## config.mk

```make
export PLATFORM = sky130hd
export DESIGN_NAME = multi_cycle_control_unit_flat
export DESIGN_NICKNAME = d
export VERILOG_FILES = /design/src/rtl/multi_cycle_control_unit_if.sv /design/src/rtl/multi_cycle_control_unit.sv /design/src/flat_wrapper.sv
export SDC_FILE = /design/constraint.sdc
export NUM_CORES = 1
export LEC_CHECK = 0
export CORE_MARGIN = 1.5
export CORE_UTILIZATION = 42
export DETAILED_ROUTE_END_ITERATION = 10
export PLACE_DENSITY_LB_ADDON = 0.25
export SLEW_MARGIN = 20
export SYNTH_ARGS = -nofsm -noshare
export SYNTH_HDL_FRONTEND = slang
export SYNTH_SLANG_ARGS = --single-unit
```

## constraint.sdc

```tcl
create_clock -name clk -period 1.5 [get_ports clk]
set_input_delay 0.225 -clock clk [delete_from_list [all_inputs] [get_ports clk]]
set_output_delay 0.225 -clock clk [all_outputs]
set_load 0.05 [all_outputs]
```

## src/rtl/multi_cycle_control_unit_if.sv

```systemverilog
// Control bundle between the multi-cycle control unit and the shared CPU datapath.
// The control unit is the master: it consumes opcode/zero and drives every enable and select.
interface multi_cycle_control_unit_if #(
    parameter int OP_W = 6,
    parameter int ST_W = 3
);
    logic [OP_W-1:0] opcode;
    logic            zero;
    logic [ST_W-1:0] state;
    logic            halted;
    logic            pcwre;
    logic            irwre;
    logic            regwre;
    logic            mrd;
    logic            mwr;
    logic            alusrca;
    logic            alusrcb;
    logic            dbdatasrc;
    logic            wrregdsrc;
    logic [1:0]      regdst;
    logic            extsel;
    logic [1:0]      pcsrc;
    logic [2:0]      aluop;

    modport master (
        input  opcode, zero,
        output state, halted, pcwre, irwre, regwre, mrd, mwr,
               alusrca, alusrcb, dbdatasrc, wrregdsrc, regdst, extsel, pcsrc, aluop
    );

    modport slave (
        output opcode, zero,
        input  state, halted, pcwre, irwre, regwre, mrd, mwr,
               alusrca, alusrcb, dbdatasrc, wrregdsrc, regdst, extsel, pcsrc, aluop
    );
endinterface

```

## src/rtl/multi_cycle_control_unit.sv

```systemverilog
// Multi-cycle CPU controller: sequences IF/ID/EXE/MEM/WB phases and decodes the
// instruction-register opcode into datapath enables and mux selects.
module multi_cycle_control_unit #(
    parameter int OP_W = 6,
    parameter int ST_W = 3
) (
    input  logic                          clk,
    input  logic                          rst_n,
    multi_cycle_control_unit_if.master    bus
);

    localparam logic [OP_W-1:0] OP_ADD  = OP_W'(6'b000000);
    localparam logic [OP_W-1:0] OP_SUB  = OP_W'(6'b000001);
    localparam logic [OP_W-1:0] OP_ADDI = OP_W'(6'b000010);
    localparam logic [OP_W-1:0] OP_OR   = OP_W'(6'b010000);
    localparam logic [OP_W-1:0] OP_AND  = OP_W'(6'b010001);
    localparam logic [OP_W-1:0] OP_ORI  = OP_W'(6'b010010);
    localparam logic [OP_W-1:0] OP_SLL  = OP_W'(6'b011000);
    localparam logic [OP_W-1:0] OP_SLT  = OP_W'(6'b100110);
    localparam logic [OP_W-1:0] OP_SW   = OP_W'(6'b110000);
    localparam logic [OP_W-1:0] OP_LW   = OP_W'(6'b110001);
    localparam logic [OP_W-1:0] OP_BEQ  = OP_W'(6'b110100);
    localparam logic [OP_W-1:0] OP_BNE  = OP_W'(6'b110101);
    localparam logic [OP_W-1:0] OP_J    = OP_W'(6'b111000);
    localparam logic [OP_W-1:0] OP_JR   = OP_W'(6'b111001);
    localparam logic [OP_W-1:0] OP_JAL  = OP_W'(6'b111010);
    localparam logic [OP_W-1:0] OP_HALT = OP_W'(6'b111111);

    typedef enum logic [ST_W-1:0] {
        S_IF      = ST_W'(0),
        S_ID      = ST_W'(1),
        S_EXE_AL  = ST_W'(2),
        S_EXE_BR  = ST_W'(3),
        S_EXE_MEM = ST_W'(4),
        S_MEM     = ST_W'(5),
        S_WB_AL   = ST_W'(6),
        S_WB_LD   = ST_W'(7)
    } state_t;

    state_t state_reg, state_next;
    logic   halted_reg, halted_next;

    // Opcode classes; the IR is stable from ID onward so these are decoded combinationally.
    logic is_r, is_i, is_lw, is_sw, is_br, is_jmp, is_halt, br_taken;
    logic [2:0] op_aluop;
    logic [1:0] op_regdst;

    always_comb begin
        is_r     = bus.opcode inside {OP_ADD, OP_SUB, OP_OR, OP_AND, OP_SLL, OP_SLT};
        is_i     = bus.opcode inside {OP_ADDI, OP_ORI};
        is_lw    = (bus.opcode == OP_LW);
        is_sw    = (bus.opcode == OP_SW);
        is_br    = bus.opcode inside {OP_BEQ, OP_BNE};
        is_jmp   = bus.opcode inside {OP_J, OP_JR, OP_JAL};
        is_halt  = (bus.opcode == OP_HALT);
        br_taken = ((bus.opcode == OP_BEQ) && bus.zero) || ((bus.opcode == OP_BNE) && !bus.zero);

        op_aluop = 3'b000;
        case (bus.opcode)
            OP_SUB, OP_BEQ, OP_BNE: op_aluop = 3'b001;
            OP_SLL:                 op_aluop = 3'b010;
            OP_OR, OP_ORI:          op_aluop = 3'b011;
            OP_AND:                 op_aluop = 3'b100;
            OP_SLT:                 op_aluop = 3'b101;
            default:                op_aluop = 3'b000;
        endcase

        op_regdst = 2'b00;
        if (is_r)
            op_regdst = 2'b10;
        else if (is_i || is_lw)
            op_regdst = 2'b01;
    end

    always_ff @(posedge clk or negedge rst_n) begin
        if (!rst_n) begin
            state_reg  <= S_IF;
            halted_reg <= 1'b0;
        end else begin
            state_reg  <= state_next;
            halted_reg <= halted_next;
        end
    end

    logic       pcwre_c, irwre_c, regwre_c, mrd_c, mwr_c;
    logic       alusrca_c, alusrcb_c, dbdatasrc_c, wrregdsrc_c, extsel_c;
    logic [1:0] regdst_c, pcsrc_c;
    logic [2:0] aluop_c;

    always_comb begin
        state_next  = state_reg;
        halted_next = halted_reg;
        pcwre_c     = 1'b0;
        irwre_c     = 1'b0;
        regwre_c    = 1'b0;
        mrd_c       = 1'b0;
        mwr_c       = 1'b0;
        alusrca_c   = 1'b0;
        alusrcb_c   = 1'b0;
        dbdatasrc_c = 1'b0;
        wrregdsrc_c = 1'b0;
        extsel_c    = 1'b0;
        regdst_c    = 2'b00;
        pcsrc_c     = 2'b00;
        aluop_c     = 3'b000;

        if (halted_reg) begin
            // Halt parks the state register at IF with every output idle.
            state_next = S_IF;
        end else begin
            if (state_reg != S_IF) begin
                extsel_c    = (bus.opcode != OP_ORI);
                alusrca_c   = (bus.opcode == OP_SLL);
                alusrcb_c   = is_i || is_lw || is_sw;
                wrregdsrc_c = (bus.opcode != OP_JAL);
                regdst_c    = op_regdst;
                aluop_c     = op_aluop;
            end

            case (state_reg)
                S_IF: begin
                    irwre_c    = 1'b1;
                    state_next = S_ID;
                end
                S_ID: begin
                    if (is_jmp) begin
                        pcwre_c    = 1'b1;
                        pcsrc_c    = (bus.opcode == OP_JR) ? 2'b10 : 2'b11;
                        regwre_c   = (bus.opcode == OP_JAL);
                        state_next = S_IF;
                    end else if (is_halt) begin
                        halted_next = 1'b1;
                        state_next  = S_IF;
                    end else if (is_br) begin
                        state_next = S_EXE_BR;
                    end else if (is_lw || is_sw) begin
                        state_next = S_EXE_MEM;
                    end else if (is_r || is_i) begin
                        state_next = S_EXE_AL;
                    end else begin
                        pcwre_c    = 1'b1;
                        state_next = S_IF;
                    end
                end
                S_EXE_AL: state_next = S_WB_AL;
                S_WB_AL: begin
                    regwre_c   = 1'b1;
                    pcwre_c    = 1'b1;
                    state_next = S_IF;
                end
                S_EXE_BR: begin
                    pcwre_c    = 1'b1;
                    pcsrc_c    = br_taken ? 2'b01 : 2'b00;
                    state_next = S_IF;
                end
                S_EXE_MEM: state_next = S_MEM;
                S_MEM: begin
                    if (is_sw) begin
                        mwr_c      = 1'b1;
                        pcwre_c    = 1'b1;
                        state_next = S_IF;
                    end else begin
                        mrd_c      = 1'b1;
                        state_next = S_WB_LD;
                    end
                end
                S_WB_LD: begin
                    regwre_c    = 1'b1;
                    dbdatasrc_c = 1'b1;
                    pcwre_c     = 1'b1;
                    state_next  = S_IF;
                end
                default: state_next = S_IF;
            endcase
        end
    end

    // Write enables are gated by reset so an interrupted instruction commits nothing.
    assign bus.state     = state_reg;
    assign bus.halted    = halted_reg;
    assign bus.pcwre     = pcwre_c  & rst_n;
    assign bus.irwre     = irwre_c  & rst_n;
    assign bus.regwre    = regwre_c & rst_n;
    assign bus.mrd       = mrd_c    & rst_n;
    assign bus.mwr       = mwr_c    & rst_n;
    assign bus.alusrca   = alusrca_c;
    assign bus.alusrcb   = alusrcb_c;
    assign bus.dbdatasrc = dbdatasrc_c;
    assign bus.wrregdsrc = wrregdsrc_c;
    assign bus.extsel    = extsel_c;
    assign bus.regdst    = regdst_c;
    assign bus.pcsrc     = pcsrc_c;
    assign bus.aluop     = aluop_c;

endmodule
```

## src/flat_wrapper.sv

```systemverilog
// flat-port wrapper written by rule: the top's interface ports become plain ports
module multi_cycle_control_unit_flat 
#(
    parameter int OP_W = 6,
    parameter int ST_W = 3
)
  (clk, rst_n, bus_opcode, bus_zero, bus_state, bus_halted, bus_pcwre, bus_irwre, bus_regwre, bus_mrd, bus_mwr, bus_alusrca, bus_alusrcb, bus_dbdatasrc, bus_wrregdsrc, bus_regdst, bus_extsel, bus_pcsrc, bus_aluop);
  multi_cycle_control_unit_if #(.OP_W(OP_W), .ST_W(ST_W)) bus_i ();
  input  logic clk;
  input  logic rst_n;
  input wire logic [$bits(bus_i.opcode)-1:0] bus_opcode;
  input wire logic [$bits(bus_i.zero)-1:0] bus_zero;
  output wire logic [$bits(bus_i.state)-1:0] bus_state;
  output wire logic [$bits(bus_i.halted)-1:0] bus_halted;
  output wire logic [$bits(bus_i.pcwre)-1:0] bus_pcwre;
  output wire logic [$bits(bus_i.irwre)-1:0] bus_irwre;
  output wire logic [$bits(bus_i.regwre)-1:0] bus_regwre;
  output wire logic [$bits(bus_i.mrd)-1:0] bus_mrd;
  output wire logic [$bits(bus_i.mwr)-1:0] bus_mwr;
  output wire logic [$bits(bus_i.alusrca)-1:0] bus_alusrca;
  output wire logic [$bits(bus_i.alusrcb)-1:0] bus_alusrcb;
  output wire logic [$bits(bus_i.dbdatasrc)-1:0] bus_dbdatasrc;
  output wire logic [$bits(bus_i.wrregdsrc)-1:0] bus_wrregdsrc;
  output wire logic [$bits(bus_i.regdst)-1:0] bus_regdst;
  output wire logic [$bits(bus_i.extsel)-1:0] bus_extsel;
  output wire logic [$bits(bus_i.pcsrc)-1:0] bus_pcsrc;
  output wire logic [$bits(bus_i.aluop)-1:0] bus_aluop;
  assign bus_i.opcode = bus_opcode;
  assign bus_i.zero = bus_zero;
  assign bus_state = bus_i.state;
  assign bus_halted = bus_i.halted;
  assign bus_pcwre = bus_i.pcwre;
  assign bus_irwre = bus_i.irwre;
  assign bus_regwre = bus_i.regwre;
  assign bus_mrd = bus_i.mrd;
  assign bus_mwr = bus_i.mwr;
  assign bus_alusrca = bus_i.alusrca;
  assign bus_alusrcb = bus_i.alusrcb;
  assign bus_dbdatasrc = bus_i.dbdatasrc;
  assign bus_wrregdsrc = bus_i.wrregdsrc;
  assign bus_regdst = bus_i.regdst;
  assign bus_extsel = bus_i.extsel;
  assign bus_pcsrc = bus_i.pcsrc;
  assign bus_aluop = bus_i.aluop;
  multi_cycle_control_unit #(.OP_W(OP_W), .ST_W(ST_W)) u_core (.clk(clk), .rst_n(rst_n), .bus(bus_i));
endmodule
```

==> flow_summary.yaml, run 1 <==
die:
  ios: 30
  start_util: 0.4651
  die_h_um: 44.78
  rows: 14
  die_w_um: 44.78
logic_synthesis:
  ys_warn_count: 0
  synth_area_leader_cell: "dfrtp_1"
  synth_top_area_frac: 0.1365
  synthesis.area_um2: 733.2
  synthCells: 101
  synthesis.nets: 110
  yosys-top-cells-area: "dfrtp_1 (14%), a21oi_1 (7.5%), nand2_1 (5.6%)"
  synth.distinct_cells: 38
  seq_area_frac_synth: 0.1365
  syn_avg_cell_area_um2: 7.259
  yosys_register_bits: 4
placed_design:
  gp_congestion: 0.9173
  port_buffers: 29
run_status:
  first-error: "[ERROR DPL-0038] Utilization greater than 100%, impossible to legalize"
  lastStage: "detailed placement (3_5_place_dp)"
  status: "did not finish"
-- Yosys cell counts (all sizes together) --
cell type  count
xor2           2
xnor2          1
or4b           1
and3b          1
nand3          6
a21boi         1
o2111a         1
o21bai         2
o21ai          1
buf            9
o2111ai        1
nor2b          3
dfrtp          4
and4bb         2
and4b          2
nor3           4
or2            2
nand4          1
a22oi          1
nor3b          4
inv            3
or3b           1
and3           2
nand4b         1
a22o           1
a2111oi        3
nand2b         4
a21oi         11
a311oi         1
nor2           9
o22ai          2
nand2         11
a211oi         3
-- cell families after synthesis --
| family | Yosys count | share of synthesized area |
|---|---|---|
| and+or+nand+nor | 54 | 0.4556 |
| AOI/OAI and AO/OA | 28 | 0.2747 |
| buffers and inverters | 12 | 0.09727 |
| DFF | 4 | 0.1365 |
| xor gates and xnor gates | 3 | 0.03584 |
-- metrics by stage --
| step | cells | hold WS [ps] | TNS [ps] | setup slack (ps) | instance area [um^2] |
|---|---|---|---|---|---|
| floorplan | 101 | -70.59 | -4263 | -429.1 | 874.6 |
| global placement | 182 | 561.8 | -8265 | -594.9 | 1633 |
==> run 2: changes to the inputs <==
--- a/config.mk
+++ b/config.mk
@@ -5,10 +5,10 @@
 export SDC_FILE = /design/constraint.sdc
 export NUM_CORES = 1
 export LEC_CHECK = 0
-export CORE_MARGIN = 1.5
-export CORE_UTILIZATION = 42
+export CORE_AREA = 2 2 63 65
 export DETAILED_ROUTE_END_ITERATION = 10
-export PLACE_DENSITY_LB_ADDON = 0.25
+export DIE_AREA = 0 0 65 67
+export PLACE_DENSITY_LB_ADDON = 0.15
 export SLEW_MARGIN = 20
 export SYNTH_ARGS = -nofsm -noshare
 export SYNTH_HDL_FRONTEND = slang
==> run 2 against run 1 <==
Compared with the run above:
- the flow now finishes, with violations (negative setup slack)
- synthesized area stayed put
- synthesized cell count unchanged
==> flow_summary.yaml, run 2 <==
run_status:
  status: "finished, violations left"
  violations: "negative setup slack"
layout:
  drive_gt1_frac: 0.7391
  regArea_um2: 105.1
  n_fill_cell: 328
  most-common-layout-cells: "buf_4 (49), buf_12 (20), buf_6 (12)"
  multi_input_area_um2: 844.6
  layout_commonest_cell: "buf_4"
  fin_nets: 195
  area_growth_pct: 179.0
  final_area_um2: 2046
  largest_reg_flops: 3
  antenna_cells: 0
logic_synthesis:
  synthArstFlopShare: 1.000
  synth_top_area_frac: 0.1365
  dominantRegCellSynth: "dfrtp_1"
  synthCells: 101
  yosys_register_bits: 4
  syn_avg_cell_area_um2: 7.259
  synthesis.area_um2: 733.2
  synth.distinct_cells: 38
  synth_edf_count: 0
  seq_area_frac_synth: 0.1365
  synthesis.nets: 110
  synth_area_leader_cell: "dfrtp_1"
  yosys-top-cells-area: "dfrtp_1 (14%), a21oi_1 (7.5%), nand2_1 (5.6%)"
  synth_commonest_cells: "a21oi_1 (11), nand2_1 (11), nor2_1 (9), buf_2 (6), nand3_1 (6)"
  ys_warn_count: 0
die:
  start_util: 0.2033
  die_area_um2: 4355
  die_w_um: 65
  ios: 30
  die_h_um: 67
  coreArea_um2: 3606
  rows: 22
cts:
  cts.sinks: 4
  insertion_delay_ps: 220
  root_buffer: "clkbuf_8"
  htreeDepth: 1
  cts_buffer_depth: 2
  clk_pin_slew_ps: 30
  cts-buffers-inserted: 3
  ctsHoldBuffers: 0
  cts_tree: "done"
route:
  drt_iter0_markers: 32
  vias_per_cell: 4.759
  route.detailed.drc: 0
  postRouteAntennaNets: 0
  drt-pass1-iter-count: 4
  totalWireLength_um: 3081
  wire_per_inst_um: 13.28
  vias: 1104
placed_design:
  gp_congestion: 0.8419
  dp_hpwl_um: 2314
  port_buffers: 29
  dpl_cell_area_um2: 1708
min_path:
  min_path_type: "in2async"
worst_setup_path:
  reg2reg_depth: 7
  cp_slowest_stage_delay_ps: 430
  crit_arrival_ps: 1570
  r2r_end: "u_core.bus.state[1]"
  cp_top_family: "flip-flops"
  crit_required_ps: 1270
  r2r_start: "u_core.bus.state[2]"
  start_kind: "flop"
  crit_type: "reg2out"
  path_cells: "nor3_2 > or2_4 > buf_4 > a2111oi_4 > buf_12"
  crit_buf_inv: 2
  rrSetupSlack_ps: 30
  cp_max_fo: 5
  slowest_stage: "dfrtp_2"
  endpoint_kind: "output port"
sta:
  max_freq_mhz: 556.4
  setup_violations: 16
  report.final.slew_viol_count: 0
  final.min_clock_period_ps: 1797
  postLayoutSetupSlackWorst_ps: -297.1
  setup_tns_ps: -3626
  fin_crit_sh: 1.198
  max_slew_margin: 0.7766
  hold_violations: 0
  tightestPinTransition_ps: 335.1
  fin_skew_ps: 4.637
  rsz0062_at_grt: "true"
  hold_ws_ps: 319.1
power:
  powerDensity_nw_per_um2: 250.7
  vdd_drop_max_mv: 0.1859
  cellLeakagePower_uw: 0.0008458
global_routing:
  grt_max_degree: 11
  grt_pass1_vias: 1108
  grt_pass1_wl_um: 5071
  antenna_found_initial: 0
  grt_overflow: 0
  grtUsageTotal: 0.1465
run:
  cap_viol_max_count: 0
run 2: cell counts after synthesis:
Identical to the previous run, type by type.
run 2: cells by family after synthesis:
group,share of synthesized area
AOI/OAI and AO/OA,0.2747
xor gates and xnor gates,0.03584
buffers and inverters,0.09727
DFF,0.1365
and+or+nand+nor,0.4556
run 2: cell type report:
type	instances	area share
well taps	48	0.02936
inverters	3	0.005505
multi-input cells	85	0.4128
clock buffers	3	0.02018
repair buffers	89	0.4807
flip-flops and latches	4	0.05138
run 2: power by group:
group / total (uW) / internal (uW) / switching (uW) / leakage, uW
logic: 179 / 87.4 / 91.9 / 0.000779
registers: 109 / 109 / 0 / 0.0000453
clock network: 225 / 171 / 54.1 / 0.0000216
run 2: how the worst max path moves through the flow:
stage	startpoint	endpoint	cells after the start	slack [ps]
after floorplan	u_core.bus.halted	bus_aluop[1]	3	-430
after global placement	bus_opcode[2]	bus_pcwre	7	-640
after detailed placement	bus_opcode[2]	bus_aluop[0]	6	-690
after CTS	u_core.bus.state[1]	bus_aluop[1]	4	-300
after global routing	u_core.bus.state[1]	bus_mrd	5	-360
final	u_core.bus.state[1]	bus_aluop[1]	5	-300
run 2: stage by stage:
stage / setup slack, ps / instances / utilization / power [uW]
after floorplan: -429.1 / 101 / - / 183.3
after global placement: -640.6 / 217 / 0.4736 / 261.5
after detailed placement: -693.3 / 217 / 0.4736 / 264.8
after CTS: -295.6 / 231 / 0.5406 / 507.6
after global routing: -363.6 / 232 / 0.5673 / 541.5
final: -297.1 / 232 / 0.5673 / 512.9
run 2: metal layers:
metal	wire (um)	GRT usage
met1	1409	0.2000
met5	0	0
met4	0	0
met2	1571	0.2513
met3	101	0.03041
run 2: worst register-to-register path, stage by stage (launching register included):
cell	delay (ps)
dfrtp_2	440
buf_6	140
buf_6	110
a21boi_4	130
buf_4	130
buf_4	130
a22oi_2	140
o22ai_1	110
run 2: timing repair:
item	in CTS	in global routing
setup buffers	18	4
endpoints found under the setup margin	20	20
pin swaps	20	14
resized for setup	55	22
Note: power is estimated with default switching activity, not from simulation.
==> run 3: changes to the inputs <==
--- a/config.mk
+++ b/config.mk
@@ -5,6 +5,7 @@
 export SDC_FILE = /design/constraint.sdc
 export NUM_CORES = 1
 export LEC_CHECK = 0
+export CAP_MARGIN = 20
 export CORE_AREA = 2 2 63 65
 export DETAILED_ROUTE_END_ITERATION = 10
 export DIE_AREA = 0 0 65 67
@@ -13,3 +14,4 @@
 export SYNTH_ARGS = -nofsm -noshare
 export SYNTH_HDL_FRONTEND = slang
 export SYNTH_SLANG_ARGS = --single-unit
+export TNS_END_PERCENT = 50
==> constraint.sdc (replaced) <==
create_clock -name clk -period 2.3 [get_ports clk]
set_input_delay 0.345 -clock clk [delete_from_list [all_inputs] [get_ports clk]]
set_output_delay 0.345 -clock clk [all_outputs]
set_load 0.05 [all_outputs]
==> run 3 against run 2 <==
Compared with the run above:
- the flow now finishes without violations
- worst setup slack improved by 440 ps
- cell area fell by 27%
- global-route usage fell by 1.8 points
- flip-flop and latch count did not move
- non-clock buffer count fell by 31
- routed wire length fell by 19%
- die area did not move
- critical path type is now in2out
- largest power group unchanged
==> flow_summary.yaml, run 3 (synthesized netlist as in run 2, its figures left out) <==
worst_setup_path:
  crit_required_ps: 1960
  cp_slowest_stage_delay_ps: 490
  slowest_stage: "clkdlybuf4s50_1"
  cp_max_fo: 4
  startpoint: "bus_opcode[3]"
  path_cells: "clkdlybuf4s50_1 > and4b_1 > nand2_1 > o22ai_1 > and4b_1 > buf_12"
  crit_arrival_ps: 1810
  cpMostUsedCell: "and4b_1"
  r2r_start: "u_core.bus.state[2]"
  start_kind: "input port"
  rrSetupSlack_ps: 950
  crit_type: "in2out"
  endpoint_kind: "output port"
sta:
  max_slew_margin: 0.6699
  report.final.slew_viol_count: 0
  rsz0062_at_grt: "false"
  setup_violations: 0
  hold_violations: 0
  fin_skew_ps: 2.251
  fin_crit_sh: 0.9391
  tightestPinTransition_ps: 493.7
  max_freq_mhz: 463.0
  final.min_clock_period_ps: 2160
die:
  rows: 22
  ios: 30
  start_util: 0.2033
  die_h_um: 67
  coreArea_um2: 3606
  die_area_um2: 4355
  die_w_um: 65
layout:
  layout_commonest_cell: "buf_4"
  largest_reg_flops: 3
  antenna_cells: 0
  drive_gt1_frac: 0.4118
  fin_nets: 164
  final_area_um2: 1485
  area_growth_pct: 102.6
  most-common-layout-cells: "buf_4 (30), buf_12 (16), nand2_1 (11)"
route:
  postRouteAntennaNets: 0
  drt-pass1-iter-count: 4
  drt_iter0_markers: 50
  wire_per_inst_um: 12.40
  vias: 925
  route.detailed.drc: 0
  totalWireLength_um: 2493
  vias_per_cell: 4.602
run:
  cap_viol_max_count: 0
global_routing:
  antenna_found_initial: 0
  grt_max_degree: 12
  grt_pass1_vias: 898
  grt_pass1_wl_um: 4353
  grtUsageTotal: 0.1289
  grt_overflow: 0
cts:
  ctsHoldBuffers: 0
  post-cts-setup-buffers: 0
  cts.sinks: 4
  insertion_delay_ps: 220
  cts_tree: "done"
  cts_resized: 3
  cts_buffer_depth: 2
  cts-buffers-inserted: 3
  root_buffer: "clkbuf_8"
  htreeDepth: 1
  clk_pin_slew_ps: 30
placed_design:
  port_buffers: 29
  gp_congestion: 0.7551
  dpl_cell_area_um2: 1423
  dp_hpwl_um: 2065
run_status:
  status: "completed"
power:
  powerDensity_nw_per_um2: 208.1
  cellLeakagePower_uw: 0.0005823
  vdd_drop_max_mv: 0.07430
  power_uw: 309.1
min_path:
  min_path_type: "in2async"
[run 3: changes by cell type in the layout (fill, tap and decap cells not counted), sizes merged]
| cell | change |
|---|---|
| dlymetal6s2s | +2 |
| dlygate4sd2 | +2 |
| clkdlybuf4s15 | -1 |
| buf | -39 |
| clkdlybuf4s50 | +5 |
[run 3: final timing paths]
check	cells after the start	to
min	2	u_core.bus.state[0]
min reg2reg	2	u_core.bus.state[2]
max	6	bus_pcsrc[0]
min in group clk	2	u_core.bus.state[2]
max reg2reg	5	u_core.bus.state[0]
max in group asynchronous	2	u_core.bus.halted
[run 3: stage by stage]
step / util / setup WS (ps) / TNS (ps) / hold WS [ps] / std cells
CTS: 0.4049 / 1.103 / 0 / 437.7 / 201
global route: 0.4119 / 14.57 / 0 / 453.9 / 201
detailed placement: 0.3945 / -73.46 / -266.1 / 582.0 / 198
floorplan: - / -286.6 / -1040 / 49.41 / 101
finish: 0.4119 / 140.1 / 0 / 431.3 / 201
global placement: 0.3945 / -49.70 / -144.9 / 573.5 / 198
[run 3: where the power goes]
group	internal (uW)	switching, uW	leakage [uW]	total [uW]
Sequential	70.9	0	0.0000507	70.9
Clock	111	34.9	0.0000216	146
Combinational	46.4	45.4	0.000510	91.8
[run 3: worst max-delay path, delay by kind of cell]
kind | cells | cell delay, ps
compound gates | 1 | 140
buf+inv | 2 | 640
simple gates | 3 | 680
[run 3: layout make-up]
cell class	count	area, um^2
clock buffers	3	41.29
fillers	389	2121
inverters	3	11.26
multi-input cells	85	605.6
flip-flops and latches	4	100.1
well taps	48	60.06
repair buffers	58	666.9
[run 3: metal layers]
layer	GRT usage	vias up	part of all wire
met5	0	-	0
met3	0.01182	0	0.025
met4	0.04787	0	0
met2	0.2113	17	0.50
met1	0.1744	429	0.48
li1	-	479	-
==> run 4: changes to the inputs <==
--- a/config.mk
+++ b/config.mk
@@ -10,6 +10,7 @@
 export DETAILED_ROUTE_END_ITERATION = 10
 export DIE_AREA = 0 0 65 67
 export PLACE_DENSITY_LB_ADDON = 0.15
+export REMOVE_ABC_BUFFERS = 1
 export SLEW_MARGIN = 20
 export SYNTH_ARGS = -nofsm -noshare
 export SYNTH_HDL_FRONTEND = slang
==> run 4 against run 3 <==
Compared with the run above:
- utilization is 0.28 points lower
- cell area decreased by 0.67%
- sequential power hardly changed
- die area is the same
- combinational power is 2% lower
- register-to-register slack is essentially flat
- routed wire length fell by 1.8%
- critical endpoint unchanged
- clock-buffer cell count unchanged
==> flow_summary.yaml, run 4 (synthesized netlist as in run 2, its figures left out) <==
global_routing:
  grt_pass1_wl_um: 4105
  grt_max_degree: 13
  grt_overflow: 0
  grtUsageTotal: 0.1180
  antenna_found_initial: 0
  grt_pass1_vias: 911
route:
  totalWireLength_um: 2447
  vias_per_cell: 4.586
  route.detailed.drc: 0
  drt_iter0_markers: 12
  postRouteAntennaNets: 0
  vias: 931
  drt-pass1-iter-count: 3
  wire_per_inst_um: 12.05
worst_setup_path:
  cp_max_fo: 8
  crit_type: "in2out"
  path_cells: "dlygate4sd2_1 > buf_4 > and4b_1 > nand2_1 > o22ai_1 > and4b_1 > buf_12"
  startpoint: "bus_opcode[2]"
  crit_arrival_ps: 1800
  slowest_stage: "dlygate4sd2_1"
  crit_path_end: "bus_pcsrc[0]"
  reg2reg_depth: 5
  rrSetupSlack_ps: 950
  cp_slowest_stage_delay_ps: 310
  cpMostUsedCell: "and4b_1"
  crit_required_ps: 1960
  r2r_end: "u_core.bus.state[0]"
  r2r_start: "u_core.bus.state[2]"
  start_kind: "input port"
  endpoint_kind: "output port"
power:
  combPwrFrac: 0.293
  p_int_uw: 228.8
  vdd_drop_max_mv: 0.1201
  p_seq_frac: 0.231
  switchingPower_uw: 77.78
  cellLeakagePower_uw: 0.0006023
  powerDensity_nw_per_um2: 207.8
  p_sw_frac: 0.2537
  power.share.clock: 0.476
  power_uw: 306.6
layout:
  n_fill_cell: 360
  regArea_um2: 101.3
  antenna_cells: 0
  fin_nets: 166
  area_growth_pct: 101.2
  largest_reg_flops: 3
  final_util: 0.4091
  most-common-layout-cells: "buf_4 (33), buf_12 (15), nand2_1 (11), a21oi_1 (11), nor2_1 (8)"
  drive_gt1_frac: 0.4258
  final_area_um2: 1475
  multi_input_area_um2: 589.3
  layout_commonest_cell: "buf_4"
sta:
  setup_tns_ps: 0
  rsz0062_at_grt: "false"
  tightestPinTransition_ps: 500.5
  setup_violations: 0
  report.final.slew_viol_count: 0
  hold_violations: 0
  final.min_clock_period_ps: 2149
  max_slew_margin: 0.6653
  fin_skew_ps: 4.097
  max_freq_mhz: 465.4
  hold_ws_ps: 425.4
  fin_crit_sh: 0.9341
cts:
  insertion_delay_ps: 220
  ctsHoldBuffers: 0
  cts.sinks: 4
  cts-buffers-inserted: 3
  htreeDepth: 1
  post-cts-setup-buffers: 0
  root_buffer: "clkbuf_8"
  clk_pin_slew_ps: 30
  cts_buffer_depth: 2
  cts_tree: "done"
die:
  die_area_um2: 4355
  coreArea_um2: 3606
  start_util: 0.2033
  die_w_um: 65
  ios: 30
  rows: 22
  die_h_um: 67
run:
  cap_viol_max_count: 0
run_status:
  status: "completed"
placed_design:
  port_buffers: 29
  gp_congestion: 0.8696
  dpl_cell_area_um2: 1401
  dp_hpwl_um: 1977
min_path:
  min_path_type: "in2async"
==> run 4: cell count changes in the layout (fill, tap and decap cells not counted), sizes merged <==
| cell | previous run | this run |
|---|---|---|
| buf | 46 | 48 |
| clkdlybuf4s50 | 7 | 6 |
| dlymetal6s2s | 2 | 3 |
==> run 4: layout make-up <==
cell class                      instances  share of cell area
Inverter                                3            0.007634
Clock buffer                            3             0.02799
Multi-Input combinational cell         85              0.3995
Tap cell                               48             0.04071
Timing Repair Buffer                   60              0.4555
Sequential cell                         4             0.06870
==> run 4: power by group through the flow <==
stage / Clock (uW) / Combinational, uW / Sequential (uW)
5_1_grt: 151 / 97.7 / 70.9
6_report: 146 / 89.9 / 70.9
4_1_cts: 149 / 88.3 / 70.9
3_5_place_dp: 0 / 87.7 / 71.7
2_1_floorplan: 0 / 26.0 / 71.7
3_3_place_gp: 0 / 87.8 / 71.7
==> run 4: worst max-delay path: cells and delay by family <==
| family | cells | cell delay (ps) |
|---|---|---|
| simple gates | 3 | 690 |
| buf+inv | 3 | 630 |
| compound gates | 1 | 140 |
==> run 4: repair_timing <==
action / in CTS / in global routing
endpoints found under the hold margin: 0 / 0
gates resized for setup: 9 / 6
cloned: 0 / 0
endpoints found under the setup margin: 9 / 6
pin swaps: 0 / 0
==> run 4: how the worst min path moves through the flow <==
| stage | to | from | slack (ps) | cells past startpoint |
|---|---|---|---|---|
| 4_1_cts | u_core.bus.halted | rst_n | 420 | 2 |
| 2_1_floorplan | u_core.bus.halted | rst_n | 50 | 0 |
| 3_5_place_dp | u_core.bus.state[2] | u_core.bus.halted | 610 | 1 |
| 6_report | u_core.bus.state[1] | rst_n | 430 | 2 |
| 5_1_grt | u_core.bus.state[1] | rst_n | 420 | 2 |
| 3_3_place_gp | u_core.bus.state[2] | u_core.bus.halted | 610 | 1 |
==> run 4: layer usage <==
metal	vias up	GRT usage	wire length, um
met2	10	0.2101	1207
li1	484	-	-
met1	435	0.1527	1173
met4	0	0.02394	17
met5	-	0	0
met3	2	0.01351	49
==> run 4: through the flow <==
stage / cells / setup slack, ps
detailed placement: 200 / -122.5
finish: 203 / 151.5
floorplan: 92 / -1723
CTS: 203 / -0.5354
global route: 203 / 52.79
global placement: 200 / -157.7
